==> config.mk <==
export PLATFORM = sky130hd
export DESIGN_NAME = shift_issue_stage_flat
export DESIGN_NICKNAME = d
export VERILOG_FILES = /design/src/rtl/shift_issue_if.sv /design/src/rtl/shift_issue_stage.sv /design/src/flat_wrapper.sv
export SDC_FILE = /design/constraint.sdc
export NUM_CORES = 1
export LEC_CHECK = 0
export CAP_MARGIN = 20
export CORE_UTILIZATION = 40
export CTS_BUF_LIST = sky130_fd_sc_hd__clkbuf_16
export CTS_CLUSTER_DIAMETER = 120
export DETAILED_ROUTE_END_ITERATION = 7
export GPL_TIMING_DRIVEN = 0
export PLACE_DENSITY = 0.8
export RECOVER_POWER = 25
export SYNTH_ARGS = -nofsm -noshare
export SYNTH_HDL_FRONTEND = slang
export SYNTH_SLANG_ARGS = --single-unit
==> constraint.sdc <==
create_clock -name clk -period 2.6 [get_ports clk]
set_input_delay 0.39 -clock clk [delete_from_list [all_inputs] [get_ports clk]]
set_output_delay 0.39 -clock clk [all_outputs]
set_load 0.02 [all_outputs]
==> src/rtl/shift_issue_if.sv <==
// shift_issue_if: upstream, downstream and shifter-side signals of the shift issue stage.
interface shift_issue_if;
  logic        in_valid;
  logic        in_ready;
  logic [31:0] in_inst;
  logic [31:0] in_rs1_val;
  logic [31:0] in_rs2_val;
  logic [31:0] sh_src;
  logic [4:0]  sh_amt;
  logic [2:0]  sh_op;
  logic [31:0] sh_out;
  logic        out_valid;
  logic        out_ready;
  logic [31:0] out_result;
  logic [4:0]  out_rd;
  logic        out_we;
  logic        out_illegal;
  modport master (
    output in_valid, in_inst, in_rs1_val, in_rs2_val, out_ready, sh_out,
    input  in_ready, sh_src, sh_amt, sh_op, out_valid, out_result, out_rd, out_we, out_illegal
  );
  modport slave (
    input  in_valid, in_inst, in_rs1_val, in_rs2_val, out_ready, sh_out,
    output in_ready, sh_src, sh_amt, sh_op, out_valid, out_result, out_rd, out_we, out_illegal
  );
endinterface

==> src/rtl/shift_issue_stage.sv <==
// shift_issue_stage: decodes RV32I shifts into barrel-shifter controls and registers the result.
module shift_issue_stage #(
  parameter int XLEN  = 32,
  parameter int CNT_W = 32
) (
  input  logic             clk,
  input  logic             rst_n,
  input  logic             flush,
  shift_issue_if.slave     bus,
  output logic [CNT_W-1:0] retired_cnt
);
  logic            dec_valid_q, wb_valid_q, w_adv, d_adv, accept, is_r, is_i;
  logic [XLEN-1:0] dec_src_q, wb_result_q;
  logic [4:0]      dec_amt_q, dec_rd_q, wb_rd_q, dec_amt_d;
  logic [2:0]      dec_op_q, dec_op_d;
  logic            dec_ill_q, wb_we_q, wb_ill_q;
  logic [CNT_W-1:0] cnt_q;
  logic            unused;
  assign unused = ^{bus.in_inst[19:15], bus.in_rs2_val[XLEN-1:5]};
  always_comb begin
    is_r = bus.in_inst[6:0] == 7'b0110011;
    is_i = bus.in_inst[6:0] == 7'b0010011;
    dec_op_d = {3{is_r | is_i}} & {
      bus.in_inst[31:25] == 7'b0000000 && bus.in_inst[14:12] == 3'b001,
      bus.in_inst[31:25] == 7'b0000000 && bus.in_inst[14:12] == 3'b101,
      bus.in_inst[31:25] == 7'b0100000 && bus.in_inst[14:12] == 3'b101};
    dec_amt_d = (dec_op_d == 3'b000) ? 5'd0 : is_r ? bus.in_rs2_val[4:0] : bus.in_inst[24:20];
  end
  assign w_adv           = !wb_valid_q | bus.out_ready;
  assign d_adv           = dec_valid_q & w_adv;
  assign bus.in_ready    = !dec_valid_q | w_adv;
  assign accept          = bus.in_valid & bus.in_ready;
  assign bus.sh_src      = dec_src_q;
  assign bus.sh_amt      = dec_amt_q;
  assign bus.sh_op       = dec_op_q;
  assign bus.out_valid   = wb_valid_q;
  assign bus.out_result  = wb_result_q;
  assign bus.out_rd      = wb_rd_q;
  assign bus.out_we      = wb_we_q;
  assign bus.out_illegal = wb_ill_q;
  assign retired_cnt     = cnt_q;
  always_ff @(posedge clk) begin
    if (!rst_n) begin
      dec_valid_q <= 1'b0;
      dec_src_q   <= '0;
      dec_amt_q   <= '0;
      dec_op_q    <= '0;
      dec_rd_q    <= '0;
      dec_ill_q   <= 1'b0;
      wb_valid_q  <= 1'b0;
      wb_result_q <= '0;
      wb_rd_q     <= '0;
      wb_we_q     <= 1'b0;
      wb_ill_q    <= 1'b0;
      cnt_q       <= '0;
    end else begin
      if (flush) begin
        dec_valid_q <= 1'b0;
        wb_valid_q  <= 1'b0;
      end else begin
        if (accept) begin
          dec_valid_q <= 1'b1;
          dec_src_q   <= bus.in_rs1_val;
          dec_amt_q   <= dec_amt_d;
          dec_op_q    <= dec_op_d;
          dec_rd_q    <= bus.in_inst[11:7];
          dec_ill_q   <= dec_op_d == 3'b000;
        end else if (d_adv) dec_valid_q <= 1'b0;
        // W drains and refills from D on the same edge, so no bubble under full throughput
        if (d_adv) begin
          wb_valid_q  <= 1'b1;
          wb_result_q <= dec_ill_q ? '0 : bus.sh_out;
          wb_rd_q     <= dec_rd_q;
          wb_we_q     <= !dec_ill_q && dec_rd_q != 5'd0;
          wb_ill_q    <= dec_ill_q;
        end else if (bus.out_ready) wb_valid_q <= 1'b0;
      end
      if (bus.out_valid && bus.out_ready && !wb_ill_q) cnt_q <= cnt_q + CNT_W'(1);
    end
  end
endmodule

==> src/flat_wrapper.sv <==
// flat-port wrapper written by rule: the top's interface ports become plain ports
module shift_issue_stage_flat 
#(
  parameter int XLEN  = 32,
  parameter int CNT_W = 32
)
  (clk, rst_n, flush, retired_cnt, bus_in_valid, bus_in_inst, bus_in_rs1_val, bus_in_rs2_val, bus_out_ready, bus_sh_out, bus_in_ready, bus_sh_src, bus_sh_amt, bus_sh_op, bus_out_valid, bus_out_result, bus_out_rd, bus_out_we, bus_out_illegal);
  shift_issue_if bus_i ();
  input  logic clk;
  input  logic rst_n;
  input  logic flush;
  output logic [CNT_W-1:0] retired_cnt;
  input wire logic [$bits(bus_i.in_valid)-1:0] bus_in_valid;
  input wire logic [$bits(bus_i.in_inst)-1:0] bus_in_inst;
  input wire logic [$bits(bus_i.in_rs1_val)-1:0] bus_in_rs1_val;
  input wire logic [$bits(bus_i.in_rs2_val)-1:0] bus_in_rs2_val;
  input wire logic [$bits(bus_i.out_ready)-1:0] bus_out_ready;
  input wire logic [$bits(bus_i.sh_out)-1:0] bus_sh_out;
  output wire logic [$bits(bus_i.in_ready)-1:0] bus_in_ready;
  output wire logic [$bits(bus_i.sh_src)-1:0] bus_sh_src;
  output wire logic [$bits(bus_i.sh_amt)-1:0] bus_sh_amt;
  output wire logic [$bits(bus_i.sh_op)-1:0] bus_sh_op;
  output wire logic [$bits(bus_i.out_valid)-1:0] bus_out_valid;
  output wire logic [$bits(bus_i.out_result)-1:0] bus_out_result;
  output wire logic [$bits(bus_i.out_rd)-1:0] bus_out_rd;
  output wire logic [$bits(bus_i.out_we)-1:0] bus_out_we;
  output wire logic [$bits(bus_i.out_illegal)-1:0] bus_out_illegal;
  assign bus_i.in_valid = bus_in_valid;
  assign bus_i.in_inst = bus_in_inst;
  assign bus_i.in_rs1_val = bus_in_rs1_val;
  assign bus_i.in_rs2_val = bus_in_rs2_val;
  assign bus_i.out_ready = bus_out_ready;
  assign bus_i.sh_out = bus_sh_out;
  assign bus_in_ready = bus_i.in_ready;
  assign bus_sh_src = bus_i.sh_src;
  assign bus_sh_amt = bus_i.sh_amt;
  assign bus_sh_op = bus_i.sh_op;
  assign bus_out_valid = bus_i.out_valid;
  assign bus_out_result = bus_i.out_result;
  assign bus_out_rd = bus_i.out_rd;
  assign bus_out_we = bus_i.out_we;
  assign bus_out_illegal = bus_i.out_illegal;
  shift_issue_stage #(.XLEN(XLEN), .CNT_W(CNT_W)) u_core (.clk(clk), .rst_n(rst_n), .flush(flush), .bus(bus_i), .retired_cnt(retired_cnt));
endmodule
# Word level (Yosys, flattened, before mapping)

Index checks and enable logic that the tools add are counted.

Output and inout port bits: 113
Register bits after elaboration: 119
Logic and storage cells: 51

$add $sub $neg: 1
Muxes and demuxes: 7
Reduce and logical (&&, ||, !) cells: 18
Bitwise gates (word level): 8
Equality and inequality tests: 5

Operators with widths:

| cell                                                                   | count |
|---|---|
| 32-bit by 1-bit adder with 32-bit output (second input constant)       | 1 |
| 32-bit two-way mux                                                     | 1 |
| 7-bit by 6-bit equality test with 1-bit output (second input constant) | 2 |
| 5-bit two-way mux                                                      | 2 |
| 7-bit by 5-bit equality test with 1-bit output (second input constant) | 1 |
| 7-bit zero test                                                        | 1 |
| 1-bit logical AND                                                      | 6 |
| 5-bit nonzero test                                                     | 1 |
| 1-bit zero test                                                        | 4 |
| 1-bit two-way mux                                                      | 4 |
| 2-bit AND reduction                                                    | 2 |
| 2-bit nonzero test                                                     | 2 |
| 3-bit AND                                                              | 1 |
| 3-bit by 1-bit equality test with 1-bit output (second input constant) | 1 |
| 3-bit equality test (second input constant)                            | 1 |
| 3-bit zero test                                                        | 1 |
| 1-bit bitwise OR                                                       | 3 |
| 1-bit AND                                                              | 2 |
| 1-bit inverter                                                         | 2 |
| 2-bit OR reduction                                                     | 1 |

# Longest topological paths before layout

Depth in word-level cells: 5
Mapped depth: 7
Gate-level depth less buffers: 5

# Worst setup path before layout

OpenSTA, ideal clock, no wires.

Path type: reg-to-reg
Start point: register u_core.cnt_q[0] (netlist: u_core.retired_cnt[0])
End point: register u_core.cnt_q[28] (netlist: u_core.retired_cnt[28])
Cell stages (with the launch flop): 7
Setup time: 0.070 ns
Data arrival time: 2.080 ns
Path buffers: 1
Setup slack: 0.449 ns
Cells stage by stage: dfxtp_1 -> ha_1 -> and3_1 -> or4b_1 -> buf_2 -> or4_1 -> a21oi_1

Word-level cells in the longest chain between the ends: 1

RTL lines:

| what                                     | RTL line                | RTL |
|---|---|---|
| from (decl)                              | shift_issue_stage.sv:17 | `logic [CNT_W-1:0] cnt_q;` |
| from (signal assigned)                   | shift_issue_stage.sv:78 | `if (bus.out_valid && bus.out_ready && !wb_ill_q) cnt_q <= cnt_q + CNT_W'(1);` |
| 32-bit by 1-bit adder with 32-bit output | shift_issue_stage.sv:78 |  |

Every way passes these cells.
A chain may end at the register's enable or synchronous reset.

# Worst setup path in the final report

Start point: input port bus_out_ready
End point: register u_core.cnt_q[27] (netlist: u_core.retired_cnt[27])

Word-level cells in the longest chain between the ends: 2

RTL lines:

| what                           | RTL line                | RTL |
|---|---|---|
| from (decl)                    | flat_wrapper.sv:17      | `input wire logic [$bits(bus_i.out_ready)-1:0] bus_out_ready;` |
| 1-bit logical AND (2 in a row) | shift_issue_stage.sv:78 |  |

Every way passes these cells.

==> results.json <==
{
  "tritoncts": "built",
  "vias": 5183,
  "synthTopCellsByArea": "dfxtp_1 49%, a21oi_1 11%, nand2_1 11%",
  "pwr-share-seq": 0.408,
  "maxSlewHeadroom": 0.541,
  "grt_pass1_wl_um": 25300,
  "dieArea_um2": 12600,
  "place_worst_setup_slack_ns": -0.114,
  "fin_ws_ns": 0.265,
  "fin_skew_ns": 0.00551,
  "cts-root-buf": "clkbuf_16",
  "syn_nets": 723,
  "cts_resized": 0,
  "async_reset_ff_frac": 0,
  "grt_start_max_net_pins": 17,
  "cts_setup_buffers": 0,
  "syn_area_um2": 4850,
  "p_clk_frac": 0.502,
  "synth_cell_types": 40,
  "rows": 39,
  "outcome": "finished with violations",
  "power_frac_comb": 0.090,
  "ant_nets": 0,
  "maxCapViolations": 0,
  "holdPathStages": 2,
  "yosysTopAreaCellShare": 0.492,
  "antenna_found_initial": 0,
  "synth-seq-area-share": 0.492,
  "hpwl_um": 11600,
  "rsz0062_at_grt": "no",
  "grt.total_usage": 0.255,
  "path_cells": "clkdlybuf4s50_1 > nand4b_2 > or4_1 > clkbuf_1 > clkbuf_1 > o31ai_1 > a21oi_1",
  "antenna_cells": 0,
  "drv_slew": 0,
  "cts.sinks": 119,
  "synth_most_common_cell": "nand2_1",
  "core_region_area_um2": 11600,
  "tightest_slew_ns": 0.689,
  "p_sw_mw": 1.05,
  "cts_made_buffers": 17,
  "worstSetupPathType": "primary input to register",
  "setup.worst_path.start_class": "primary input",
  "ir_drop_mv": 0.449,
  "h-tree-depth": 4,
  "yosys.area.top_type": "dfxtp_1",
  "synth-seq-cells": 119,
  "synthCells": 589,
  "power.internal_mw": 3.58,
  "hold_violations": 0,
  "dpl.cell_count": 945,
  "critical_path.most_common_cell": "clkbuf_1",
  "area_growth_syn_to_layout_pct": 59.8,
  "drt_wl_total_um": 15400,
  "avgSynthCellArea_um2": 8.23,
  "grt-ovfl-total": 0,
  "fin_util": 0.667,
  "cpPeakStageDelay_ns": 0.59,
  "ctsHoldBuffers": 0,
  "r2r_setup_slack_ns": 0.27,
  "stdcell_count": 976,
  "die_x_um": 112,
  "initial_core_util": 0.417,
  "synth_warnings": 0,
  "cp.required_ns": 2.88,
  "gp_congestion": 0.847,
  "synth-edff-count": 0,
  "num-nets-final": 955,
  "synth-main-ff-cell": "dfxtp_1",
  "cpMaxStageDelayCell": "clkdlybuf4s50_1",
  "worst_r2r_endpoint": "u_core.retired_cnt[28]$_SDFFE_PN0P_",
  "total_power_mw": 4.63,
  "crit_path_end_kind": "register",
  "ios": 246,
  "violations": "design-rule violations",
  "first_pass_iters": 8,
  "clock_path_buffers": 2,
  "hp-class": "register to register",
  "drive_gt1_frac": 0.0420,
  "period_needed_ns": 2.33,
  "route.detailed.drc": 7,
  "routedWlPerCell_um": 15.8,
  "drt_iter0_markers": 418,
  "path_clk_slew_ns": 0.05,
  "synth_commonest_cells": "138 x nand2_1, 119 x dfxtp_1, 106 x a21oi_1",
  "power.density_nw_per_um2": 597,
  "hold_path_startpoint": "u_core.bus.out_rd[2]$_SDFFE_PN0P_",
  "p_leak_nw": 2.75,
  "critical_path_arrival_ns": 2.61,
  "swShare": 0.227,
  "rr_worst_depth": 7,
  "period_share": 0.898,
  "r2r-start": "u_core.retired_cnt[0]$_SDFFE_PN0P_",
  "holdPathEnd": "u_core.bus.out_rd[2]$_SDFFE_PN0P_",
  "crit_fanout": 10,
  "clkLatencyLatePin_ns": 0.41,
  "avgViaCountPerCell": 5.31,
  "die_h_um": 112,
  "setup_viol": 0,
  "grt_pass1_vias": 5240,
  "fmax_ghz": 0.428,
  "io_buffers": 213
}
[power by group through the flow]
stage	Clock, mW	Combinational, mW	Sequential (mW)
6_report	2.32	0.416	1.89
3_3_place_gp	0	0.416	1.92
3_5_place_dp	0	0.424	1.93
4_1_cts	2.35	0.427	1.89
2_1_floorplan	0	0.119	1.96
5_1_grt	2.43	0.449	1.89
[state kept, by name (all words and copies together), names as in the netlist]
signal	flops
u_core.bus.out_result	32
u_core.bus.out_rd	5
u_core.bus.sh_op	3
u_core.bus.out_valid	1
u_core.bus.out_we	1
u_core.bus.sh_src	32
u_core.bus.sh_amt	5
u_core.dec_rd_q	5
u_core.dec_valid_q	1
u_core.retired_cnt	32
u_core.dec_ill_q	1
u_core.bus.out_illegal	1
[layout by cell type, fill, tap and decap left out, types with 2 or more instances in the layout]
master           synthesis  routed
inv_1                    8       9
clkbuf_1                38      38
xnor2_1                  4       4
nand4_1                 11      11
xor2_1                   6       6
clkdlybuf4s50_1          0     158
buf_1                    2       2
nand3_1                 13      13
nor2b_1                  4       4
and2_1                   3       3
dlygate4sd3_1            0      55
a21oi_1                106     106
o31ai_1                 17      17
or4_1                   21      21
and3_1                   3       3
a211o_1                  5       5
and3b_1                  2       2
clkinv_2                 0       3
bufinv_16                0       3
clkinv_4                 0       2
nand3b_1                34      34
nand2_1                138     138
or3_1                    3       3
and4_1                   3       3
clkinvlp_4               0       4
clkbuf_16                0      17
dfxtp_1                119     119
nand2b_1                 2       2
clkinv_1                 0       2
nor2_1                  17      17
mux2i_1                  2       2
nor3_1                   4       4
o21ai_0                  9       9
[logic make-up (layout without fill, tap and decap cells)]
group,count (synthesis),in the layout,synth area share
AO/OA/AOI/OAI,138,138,0.156
XOR/XNOR,10,10,0.0181
adder cells (fa/ha/maj),1,1,0.00258
buffers and inverters,50,294,0.0390
flip-flops,119,119,0.492
multiplexers,2,2,0.00413
AND/OR/NAND/NOR,269,269,0.289
[layer usage]
metal  GRT usage  up-vias  routed length, um
li1            -     2534                  -
met1       0.286     2393               6150
met2       0.432      218               7420
met3      0.0950       38               1420
met4       0.118        0                429
met5           0        -                  0
[worst max-delay path, delay by kind of cell]
kind	cells	cell delay, ns
buffers and inverters	3	1.10
AO/OA/AOI/OAI	2	0.41
AND/OR/NAND/NOR	2	0.71
[final cells by class]
class                           count  area [um2]
Multi-Input combinational cell    420        2270
Clock buffer                       17         425
Buffer                             41         155
Inverter                            9        33.8
Fill cell                         947        3870
Sequential cell                   119        2380
Clock inverter                     14         160
Tap cell                          143         179
Timing Repair Buffer              213        2130
[worst max-delay path by stage]
stage                                       startpoint                                  end  slack (ns)  cells past startpoint
floorplan           u_core.retired_cnt[0]$_SDFFE_PN0P_  u_core.retired_cnt[28]$_SDFFE_PN0P_        0.45                      6
global placement                         bus_out_ready  u_core.retired_cnt[27]$_SDFFE_PN0P_       -0.12                      7
detailed placement                       bus_out_ready  u_core.retired_cnt[27]$_SDFFE_PN0P_       -0.11                      7
CTS                 u_core.retired_cnt[0]$_SDFFE_PN0P_  u_core.retired_cnt[28]$_SDFFE_PN0P_        0.27                      7
global route                             bus_out_ready  u_core.retired_cnt[27]$_SDFFE_PN0P_        0.04                      7
finish                                   bus_out_ready  u_core.retired_cnt[27]$_SDFFE_PN0P_        0.27                      7
[stage by stage]
stage | setup TNS, ns | hold slack [ns] | instance area, um2
finish | 0 | 0.448 | 7740
global route | 0 | 0.470 | 7740
CTS | 0 | 0.453 | 7740
detailed placement | -1.82 | 0.446 | 7160
global placement | -1.38 | 0.438 | 7160
floorplan | 0 | 0.445 | 4850
Power figures use the tool's default switching activity.
